**src/rtl/block_interleaver.sv**
```systemverilog
// Ping-pong ROWS x COLS block interleaver/deinterleaver on a serial bit stream.
// Define BLOCK_INTERLEAVER_FRAME_OUT_EN to add the parallel frame_out/frame_valid outputs.
module block_interleaver #(
  parameter int unsigned ROWS = 2,
  parameter int unsigned COLS = 4
) (
  input  logic clk,
  input  logic rst,
  input  logic mode,
  input  logic in_valid,
  output logic in_ready,
  input  logic in_bit,
  output logic out_valid,
  input  logic out_ready,
  output logic out_bit,
  output logic out_sof
`ifdef BLOCK_INTERLEAVER_FRAME_OUT_EN
  ,
  output logic [ROWS*COLS-1:0] frame_out,
  output logic                 frame_valid
`endif
);

  localparam int unsigned   N    = ROWS * COLS;
  localparam int unsigned   AW   = $clog2(N);
  localparam logic [AW-1:0] LAST = AW'(N - 1);

  localparam logic [1:0] S_EMPTY    = 2'd0;
  localparam logic [1:0] S_FILLING  = 2'd1;
  localparam logic [1:0] S_FULL     = 2'd2;
  localparam logic [1:0] S_DRAINING = 2'd3;

  // Stored position of output bit j for the bank's latched mode.
  function automatic logic [AW-1:0] src_pos(input logic [AW-1:0] j, input logic m);
    int unsigned ji;
    int unsigned p;
    ji = 32'(j);
    if (m) p = (ji % COLS) * ROWS + ji / COLS;
    else   p = (ji % ROWS) * COLS + ji / ROWS;
    return AW'(p);
  endfunction

  logic [1:0][N-1:0] bank_q, bank_n;
  logic [1:0][1:0]   st_q, st_n;
  logic [1:0]        bmode_q, bmode_n;
  logic              wb_q, wb_n;
  logic [AW-1:0]     wc_q, wc_n;
  logic              fb_q, fb_n;
  logic [AW-1:0]     fc_q, fc_n;
  logic              ob_q, ob_n;
  logic              olast_q, olast_n;
  logic              in_ready_n, out_valid_n, out_bit_n, out_sof_n;
  logic              wr_fire, rd_fire, fetch_ok, load;

  assign wr_fire = in_valid & in_ready;
  assign rd_fire = out_valid & out_ready;

  // Writer fill, bank state tracking and read-ahead into the output register.
  always_comb begin
    bank_n      = bank_q;
    st_n        = st_q;
    bmode_n     = bmode_q;
    wb_n        = wb_q;
    wc_n        = wc_q;
    fb_n        = fb_q;
    fc_n        = fc_q;
    ob_n        = ob_q;
    olast_n     = olast_q;
    out_valid_n = out_valid;
    out_bit_n   = out_bit;
    out_sof_n   = out_sof;
    fetch_ok    = 1'b0;
    load        = 1'b0;

    if (wr_fire) begin
      bank_n[wb_q][wc_q] = in_bit;
      if (wc_q == '0) begin
        st_n[wb_q]    = S_FILLING;
        bmode_n[wb_q] = mode;
      end
      if (wc_q == LAST) begin
        st_n[wb_q] = S_FULL;
        wc_n       = '0;
        wb_n       = ~wb_q;
      end else begin
        wc_n = wc_q + AW'(1);
      end
    end

    if (rd_fire) st_n[ob_q] = olast_q ? S_EMPTY : S_DRAINING;

    // Output bit 0 always maps to position 0, stored long before the bank completes,
    // so a bank completing this cycle can be fetched immediately.
    fetch_ok = (st_q[fb_q] == S_FULL) || (st_q[fb_q] == S_DRAINING) ||
               (wr_fire && (wb_q == fb_q) && (wc_q == LAST));
    load = fetch_ok && (!out_valid || out_ready);

    if (load) begin
      out_valid_n = 1'b1;
      out_bit_n   = bank_q[fb_q][src_pos(fc_q, bmode_q[fb_q])];
      out_sof_n   = (fc_q == '0);
      ob_n        = fb_q;
      olast_n     = (fc_q == LAST);
      if (fc_q == LAST) begin
        fc_n = '0;
        fb_n = ~fb_q;
      end else begin
        fc_n = fc_q + AW'(1);
      end
    end else if (rd_fire) begin
      out_valid_n = 1'b0;
      out_sof_n   = 1'b0;
    end

    in_ready_n = (st_n[wb_n] == S_EMPTY) || (st_n[wb_n] == S_FILLING);
  end

  always_ff @(posedge clk) begin
    if (rst) begin
      bank_q    <= '0;
      st_q      <= {S_EMPTY, S_EMPTY};
      bmode_q   <= '0;
      wb_q      <= 1'b0;
      wc_q      <= '0;
      fb_q      <= 1'b0;
      fc_q      <= '0;
      ob_q      <= 1'b0;
      olast_q   <= 1'b0;
      in_ready  <= 1'b0;
      out_valid <= 1'b0;
      out_bit   <= 1'b0;
      out_sof   <= 1'b0;
    end else begin
      bank_q    <= bank_n;
      st_q      <= st_n;
      bmode_q   <= bmode_n;
      wb_q      <= wb_n;
      wc_q      <= wc_n;
      fb_q      <= fb_n;
      fc_q      <= fc_n;
      ob_q      <= ob_n;
      olast_q   <= olast_n;
      in_ready  <= in_ready_n;
      out_valid <= out_valid_n;
      out_bit   <= out_bit_n;
      out_sof   <= out_sof_n;
    end
  end

`ifdef BLOCK_INTERLEAVER_FRAME_OUT_EN
  logic [N-1:0] frame_out_n;
  logic         frame_valid_n;

  // Permuted snapshot of a bank at the moment it becomes full.
  always_comb begin
    frame_out_n   = frame_out;
    frame_valid_n = 1'b0;
    if (wr_fire && (wc_q == LAST)) begin
      frame_valid_n = 1'b1;
      for (int unsigned j = 0; j < N; j++) begin
        frame_out_n[j] = bank_n[wb_q][src_pos(AW'(j), bmode_n[wb_q])];
      end
    end
  end

  always_ff @(posedge clk) begin
    if (rst) begin
      frame_out   <= '0;
      frame_valid <= 1'b0;
    end else begin
      frame_out   <= frame_out_n;
      frame_valid <= frame_valid_n;
    end
  end
`endif

endmodule

```
**config.mk**
```make
export PLATFORM = sky130hd
export DESIGN_NAME = block_interleaver
export DESIGN_NICKNAME = d
export VERILOG_FILES = /design/src/rtl/block_interleaver.sv
export SDC_FILE = /design/constraint.sdc
export NUM_CORES = 1
export LEC_CHECK = 0
export BUFFER_PORTS_ARGS = -buffer_cell sky130_fd_sc_hd__buf_4
export CELL_PAD_IN_SITES_DETAIL_PLACEMENT = 0
export CELL_PAD_IN_SITES_GLOBAL_PLACEMENT = 1
export CORE_UTILIZATION = 40
export DETAILED_ROUTE_END_ITERATION = 12
export GPL_TIMING_DRIVEN = 0
export PLACE_DENSITY = 0.7
export SLEW_MARGIN = 20
export SYNTH_ARGS = -nofsm -noshare
export SYNTH_HDL_FRONTEND = slang
export SYNTH_SLANG_ARGS = --single-unit
export TNS_END_PERCENT = 1
```
**constraint.sdc**
```tcl
create_clock -name clk -period 3.55 [get_ports clk]
set_input_delay 0.1775 -clock clk [delete_from_list [all_inputs] [get_ports clk]]
set_output_delay 0.1775 -clock clk [all_outputs]
set_load 0.1 [all_outputs]
```
* After elaboration in Yosys (flattened, before gate mapping)
Cells that the tools add are included.
Word-level totals: bits of input ports 6, logic and storage cells 99, output and inout bits 4, bits in registers 36
Cells by class: bitwise gates (word level) 10, reduce and logical (&&, ||, !) cells 17, magnitude comparators 9, add/subtract/negate cells 4, multiplexer cells 38, equality and inequality tests 6
Operators with widths (count):
- $mux W8 | 3
- $mux W4 | 5
- $bwmux W16 | 1
- $mux W2 | 7
- $mux W3 | 4
- $mux W1 | 10
- $demux W8 S1 | 1
- $lt A1 B2 Y1 const B | 4
- $lt A3 B4 Y1 const B | 2
- $add A3 B1 Y3 const B | 2
- $eq A3 B3 Y1 const B | 2
- $logic_and A1 B1 Y1 | 6
- $logic_not A3 Y1 | 2
- $and A2 B2 Y2 | 2
- $bwmux W4 | 1
- $demux W2 S1 | 2
- $eq A2 B2 Y1 const B | 2
- $logic_or A1 B1 Y1 | 4
- $not A2 Y2 | 2
- $or A2 B2 Y2 | 2
- $reduce_and A2 Y1 | 2
- $add A3 B1 Y3 | 1
- $add A3 B2 Y3 | 1
- $bmux W1 S3 | 1
- 12 further kinds | 15

* Depth between registers and ports, before layout
Gate-level depths: netlist (run 1).
word-level depth 17, mapped depth 8, mapped depth without buffers 7

* Least setup slack after synthesis (run 1)
No wires, ideal clock.
path type register -> register, start register in_ready, end register fc_q[1], path slack 1.181 ns, data required time 3.484 ns, buffers on the path 1, library setup time 0.066 ns, stages on the path, launching flop included 7, arrival 2.303 ns, clock period less this slack 2.369 ns, path through dfxtp_1 -> nand4b_1 -> a32oi_4 -> nand2b_2 -> buf_6 -> or3b_4 -> a21oi_2
Between the ends: word-level cells in the longest chain between the ends 5
Ends and longest elaborated chain:
- start: declaration | line 11 | output logic in_ready,
- start signal: assignment | line 143 | in_ready <= in_ready_n;
- $and A1 B1 Y1 | line 55 | assign wr_fire = in_valid & in_ready;
- $logic_and A1 B1 Y1 (2 in series) | line 95 | (wr_fire && (wb_q == fb_q) && (wc_q == LAST));
- $logic_or A1 B1 Y1 | line 94 | fetch_ok = (st_q[fb_q] == S_FULL) || (st_q[fb_q] == S_DRAINING) ||
- $logic_and A1 B1 Y1 | line 96 | load = fetch_ok && (!out_valid || out_ready);
- end signal: assignment | line 140 | fc_q <= fc_n;
- end: declaration | line 49 | logic [AW-1:0] fc_q, fc_n;
No other way between the ends. A chain may end at the register's enable or synchronous reset.

* Worst setup path in the final report (run 1)
start register wc_q[2], end register fc_q[1]
Between the ends: word-level cells in the longest chain between the ends 4
Ends and longest elaborated chain:
- start: declaration | line 47 | logic [AW-1:0] wc_q, wc_n;
- start signal: assignment | line 138 | wc_q <= wc_n;
- $eq A3 B3 Y1 | line 95
- $logic_and A1 B1 Y1 | line 95
- $logic_or A1 B1 Y1 | line 94
- $logic_and A1 B1 Y1 | line 96
No other way between the ends.

==> results.yml, run 1 <==
yosys:
  syn_area_sq_mm: 0.001869
  async_flop_share: 0
  yosysUniqueCellTypes: 40
  synth_xor_area_frac: 0.009371
  synth_top_area_share: 0.3641
  synthTopCellsByCount: "dfxtp_1, nor2_1, nand2_1"
  synth_flop_cell: "dfxtp_1"
  synth_top_cell_by_area: "dfxtp_1"
  synth_fa_ha_area_frac: 0.04016
  synth_top_family_by_area: "simple AND/OR/NAND/NOR gates"
  avgSynthCellArea_sq_um: 8.235
  synth.area.top_cells: "dfxtp_1, mux2i_1, nor2_1"
  yosysWarningCount: 0
  yosys-mux-area-fraction: 0.1165
  synthCells: 227
  synthSimpleGateAreaFrac: 0.2416
  synth_compound_area_frac: 0.1667
  ys_ff_latch: 34
  ys_seq_area_frac: 0.3641
  synth-edff-count: 0
  syn_nets: 239
  synth_most_common_cell: "dfxtp_1"
place:
  io_buffers: 8
  dp_cells: 287
  dp.final_hpwl_um: 3266
  place.gp.congestion: 0.8495
sta:
  rsz0062_at_grt: "false"
  skew_ns: 0.005181
  slew_viol_final: 0
  setup_tns_ns: 0
  tightest_slew_ns: 0.5503
  finalSetupViolations: 0
  period_minus_slack_ns: 2.076
  finalCritPeriodShare: 0.5849
  slew_headroom: 0.6331
  fmax_mhz: 481.6
  finalHoldViolCount: 0
power_and_ir_drop:
  p_comb_frac: 0.070
  internal_power_uw: 557.3
  p_seq_frac: 0.526
  finalPower_uw: 738.4
  sw_frac_of_total: 0.2453
  clkPwrFrac: 0.404
  p_leak_nw: 0.7595
  powerDensity_mw_per_mm2: 354.0
  ir_drop_mv: 0.1613
  netSwitchingPower_uw: 181.1
cts:
  cts_resized: 0
  cts_setup_buffers: 0
  holdBufCountCts: 0
  clock-sinks: 34
  clock_latency_ns: 0.28
  htreeDepth: 2
  cts_tree: "built"
  clk_pin_slew_ns: 0.07
  root_buffer: "clkbuf_8"
  cts_buffers: 5
  cts_buffer_depth: 2
detailed_routing:
  detail_route.iter0.violations: 131
  via_per_inst: 5.573
  vias: 1644
  firstDrtPassIters: 4
  wl_um: 4515
  drtAntennaViolNets: 0
  drc_errors: 0
  routedWlPerCell_um: 15.31
die:
  initial_core_util: 0.4235
  die_h_um: 70.36
  placementRows: 24
  coreArea_sq_mm: 0.004414
  pin_count: 10
  die_area_sq_mm: 0.004951
  die_w_um: 70.36
outcome:
  status: "finished, final reports clean"
global_route:
  grt_usage: 0.1966
  grt_antenna_before_repair: 0
  grt_pass1_vias: 1562
  grt_max_degree: 11
  overflow: 0
  grt_pass1_wl_um: 7583
setup_path:
  arrival_ns: 2.30
  required_ns: 3.77
  crit_family: "simple AND/OR/NAND/NOR gates"
  critPathKind: "flop to flop"
  cp_max_fo: 9
  max_stage_delay_ns: 0.45
  worst-path-buf-inv: 1
  crit_chain: "ha_1 > nand4_2 > a32oi_4 > nand2b_2 > buf_6 > or3b_4 > a21oi_2"
  start_kind: "flop"
  cp-end-kind: "flop"
  slowest_stage: "dfxtp_1"
layout:
  syn_to_final_growth_pct: 11.58
  instances_no_fill: 295
  nets: 254
  drive_gt1_frac: 0.1235
  diodes: 0
worst_hold_path:
  hold_path_class: "primary input to flop"
job:
  maxCapViolations: 0
cell usage in the layout, fill, tap and decap left out, types with 2 or more instances in the layout:
cell      synthesis  final
buf_2             2      2
buf_6             3      3
nand2_1          28     28
nand4b_1          3      3
nor3_1            7      7
a21oi_1          19     19
ha_1              6      6
buf_4             1      9
o211ai_1          2      2
nand3_1           7      7
o211a_1           2      2
nor2_1           33     33
nand3b_1          5      5
dfxtp_1          34     34
o21ai_0          14     14
clkbuf_1          7      8
o21a_1            2      2
nor4b_1           2      2
clkbuf_8          0      6
mux2i_1          15     15
a31oi_1           4      4
inv_1            10     10
mux4_2            2      2
nor2b_1           2      2
registers in the layout, indices dropped and copies added (netlist names):
| signal | count |
|---|---|
| bank_q | 16 |
| fc_q | 3 |
| wc_q | 3 |
| bmode_q | 2 |
| st_q | 2 |
| fb_q | 1 |
| in_ready | 1 |
| ob_q | 1 |
| olast_q | 1 |
| out_bit | 1 |
| out_sof | 1 |
| out_valid | 1 |
| wb_q | 1 |
layout make-up:
cell class,count,area (sq um)
repair buffers,8,60.06
multi-input cells,170,1074
fillers,436,2328
flip-flops and latches,34,680.7
clock buffers,7,86.33
inverters,10,37.54
clock inverters,1,5.005
well taps,52,65.06
plain buffers,13,77.57
kinds of logic after synthesis:
group / after synthesis
DFF: 34
adders and majority gates: 6
buffers and inverters: 23
xor gates and xnor gates: 2
and+or+nand+nor: 94
muxes: 19
AOI/OAI and AO/OA: 49
per-layer routing:
layer	wire length, um	global-route usage	vias up
met2	2167	0.3270	27
met1	2156	0.2460	786
met3	123	0.04762	7
met5	0	0	-
met4	67	0.06889	0
li1	-	-	824
power groups by stage:
stage / Combinational, mW / Sequential, mW / Clock, mW
3_3_place_gp: 0.0495 / 0.397 / 0
2_1_floorplan: 0.0298 / 0.401 / 0
6_report: 0.0515 / 0.388 / 0.299
5_1_grt: 0.0565 / 0.389 / 0.327
4_1_cts: 0.0514 / 0.388 / 0.308
3_5_place_dp: 0.0513 / 0.397 / 0
metrics by stage:
step	setup WS (ns)	util	area, sq um	hold slack (ns)
after floorplan	1.181	-	1869	0.3135
after global placement	1.549	0.4518	1994	0.4187
after detailed placement	1.490	0.4518	1994	0.4211
after CTS	1.465	0.4725	2086	0.1139
after global routing	1.358	0.4725	2086	0.1171
final	1.474	0.4725	2086	0.1249
worst paths after layout:
path                         from                      to  slack (ns)  depth (start not counted)
min                           rst  bank_q[5]$_SDFFE_PP0P_        0.12                          2
max reg2reg  wc_q[2]$_SDFFE_PP0N_    fc_q[1]$_SDFFE_PP0P_        1.47                          7
min reg2reg  olast_q$_SDFFE_PP0P_    olast_q$_SDFFE_PP0P_        0.46                          2
max          wc_q[2]$_SDFFE_PP0N_    fc_q[1]$_SDFFE_PP0P_        1.47                          7
Note: power is estimated with default switching activity, not from simulation.
==> inputs of run 2 (changes only) <==
PLACE_DENSITY = 0.73   (was 0.7)
clock period = 1.8 ns   (was 3.55 ns; I/O delays follow)
==> run 2 against run 1 <==
Against the previous run: worst setup slack got worse by 1.4 ns; total power is 110% higher; routed wire length shrank 4.9%; clock skew rose by 0.0021 ns; largest cell class unchanged; core utilization grew 2.8 points; die area unchanged; sequential cell count is the same; sequential power up 98%; clock power up 140%; design area rose by 5.9%; fmax grew 17%.
==> results.yml, run 2 (synthesized netlist as in run 1, its figures left out) <==
outcome:
  status: "finished, final reports clean"
sta:
  finalHoldViolCount: 0
  finalSetupViolations: 0
  period_minus_slack_ns: 1.776
  slew_viol_final: 0
  tightest_slew_ns: 0.5084
  rsz0062_at_grt: "true"
  slew_headroom: 0.6611
  skew_ns: 0.007236
  finalCritPeriodShare: 0.9866
  fmax_mhz: 563.1
setup_path:
  critPathKind: "flop to flop"
  crit_chain: "ha_4 > ha_4 > nand4b_1 > a32oi_4 > nand2b_4 > or3b_4 > a21oi_2"
  slowest_stage: "or3b_4"
  endpoint: "fc_q[1]$_SDFFE_PP0P_"
  arrival_ns: 2.00
  r2r_end: "fc_q[1]$_SDFFE_PP0P_"
  cp-end-kind: "flop"
  start_kind: "flop"
  startpoint: "wc_q[1]$_SDFFE_PP0N_"
  rr_worst_depth: 7
  worst-path-buf-inv: 0
  r2r-start: "wc_q[1]$_SDFFE_PP0N_"
  rrSetupSlack_ns: 0.02
  max_stage_delay_ns: 0.39
  cp_max_fo: 9
  cp.depth: 7
  crit_family: "simple AND/OR/NAND/NOR gates"
  crit_top_cell: "ha_4"
  required_ns: 2.03
global_route:
  grt_pass1_vias: 1534
  grt_pass1_wl_um: 7527
  grt_max_degree: 12
  grt_antenna_before_repair: 0
  overflow: 0
  grt_usage: 0.1973
cts:
  cts_buffers: 5
  cts_tree: "built"
  clk_pin_slew_ns: 0.08
  clock-sinks: 34
  htreeDepth: 2
  root_buffer: "clkbuf_8"
  holdBufCountCts: 0
  cts_buffer_depth: 2
  clock_latency_ns: 0.29
detailed_routing:
  drc_errors: 0
  detail_route.iter0.violations: 131
  firstDrtPassIters: 4
  drtAntennaViolNets: 0
  routedWlPerCell_um: 14.45
  vias: 1586
  via_per_inst: 5.340
  wl_um: 4292
die:
  initial_core_util: 0.4235
  placementRows: 24
  pin_count: 10
  coreArea_sq_mm: 0.004414
  die_area_sq_mm: 0.004951
  die_h_um: 70.36
  die_w_um: 70.36
place:
  place.gp.congestion: 0.8274
  placed_cell_area_sq_mm: 0.002042
  dp_cells: 287
  dp.final_hpwl_um: 3077
  io_buffers: 8
power_and_ir_drop:
  ir_drop_mv: 0.4812
  powerDensity_mw_per_mm2: 712.4
  p_leak_nw: 0.7974
layout:
  diodes: 0
  layout_commonest_cell: "nor2_1"
  syn_to_final_growth_pct: 18.14
  regMostFlops: "bank_q"
  layout_common_cells: "nor2_1, nand2_1, dfxtp_1, a21oi_1, o21ai_0"
  instances_no_fill: 297
  nets: 256
  drive_gt1_frac: 0.2041
  top_regs: "bank_q x16, fc_q x3, wc_q x3"
  final_area_sq_mm: 0.002208
  fill_cells: 443
  largest_register_ffs: 16
worst_hold_path:
  whs_path_depth: 2
  hold_path_class: "primary input to flop"
job:
  maxCapViolations: 0
-- run 2: changes by cell type in the layout (fill, tap and decap cells not counted), sizes merged --
cell,delta
buf,+3
clkinv,+1
bufinv,+1
clkbuf,-3
-- run 2: how the worst min path moves through the flow --
stage                     start                       to  slack, ns
final                       rst   bank_q[5]$_SDFFE_PP0P_       0.03
after floorplan            mode  bmode_q[1]$_SDFFE_PP0P_       0.23
after global routing        rst   bank_q[5]$_SDFFE_PP0P_       0.01
after CTS                   rst   bank_q[5]$_SDFFE_PP0P_       0.02
after global placement      rst  bank_q[14]$_SDFFE_PP0P_       0.33
after detailed placement    rst   bank_q[5]$_SDFFE_PP0P_       0.33
-- run 2: layer usage --
metal	wire length [um]	vias to the layer above	global-route usage
met5	0	-	0
met4	91	0	0.07778
met3	116	7	0.04762
met2	1875	17	0.3037
met1	2209	736	0.2641
li1	-	826	-
-- run 2: timing repair --
item	4_1_cts	5_1_grt
pin swaps	3	2
endpoints found under the setup margin	4	9
resized for setup	5	11
setup buffers	2	1
-- run 2: worst register-to-register path, delay by kind of cell, from the launching register on --
kind	cells	cell delay (ns)
adders and majority gates	2	0.28
and+or+nand+nor	3	0.70
AOI/OAI and AO/OA	2	0.38
DFF	1	0.35
-- run 2: where the power goes --
part	total (mW)	internal (mW)	switching, mW
logic	0.102	0.0334	0.0689
registers	0.767	0.759	0.00860
clock network	0.704	0.408	0.296
-- run 2: cell type report --
cell class / instances / area [sq um] / area share
multi-input combinational: 170 / 1141 / 0.5167
sequential: 34 / 691.9 / 0.3133
timing repair buffer: 11 / 86.33 / 0.03909
buffer: 12 / 77.57 / 0.03513
clock buffer: 5 / 68.82 / 0.03116
tap: 52 / 65.06 / 0.02946
clock inverter: 3 / 40.04 / 0.01813
inverter: 10 / 37.54 / 0.01700
-- run 2: through the flow --
step                      hold WS, ns  power (mW)  setup WS [ns]  utilization    TNS, ns
final                         0.02889       1.573        0.02413       0.5003          0
after global routing          0.01461       1.641       -0.09054       0.5003    -0.3815
after CTS                     0.01730       1.588      -0.007230       0.4904  -0.007230
after detailed placement       0.3291      0.8854        -0.1569       0.4626    -0.4457
after global placement         0.3296      0.8852        -0.1390       0.4626    -0.3661
after floorplan                0.2260      0.8507       0.003129            -          0
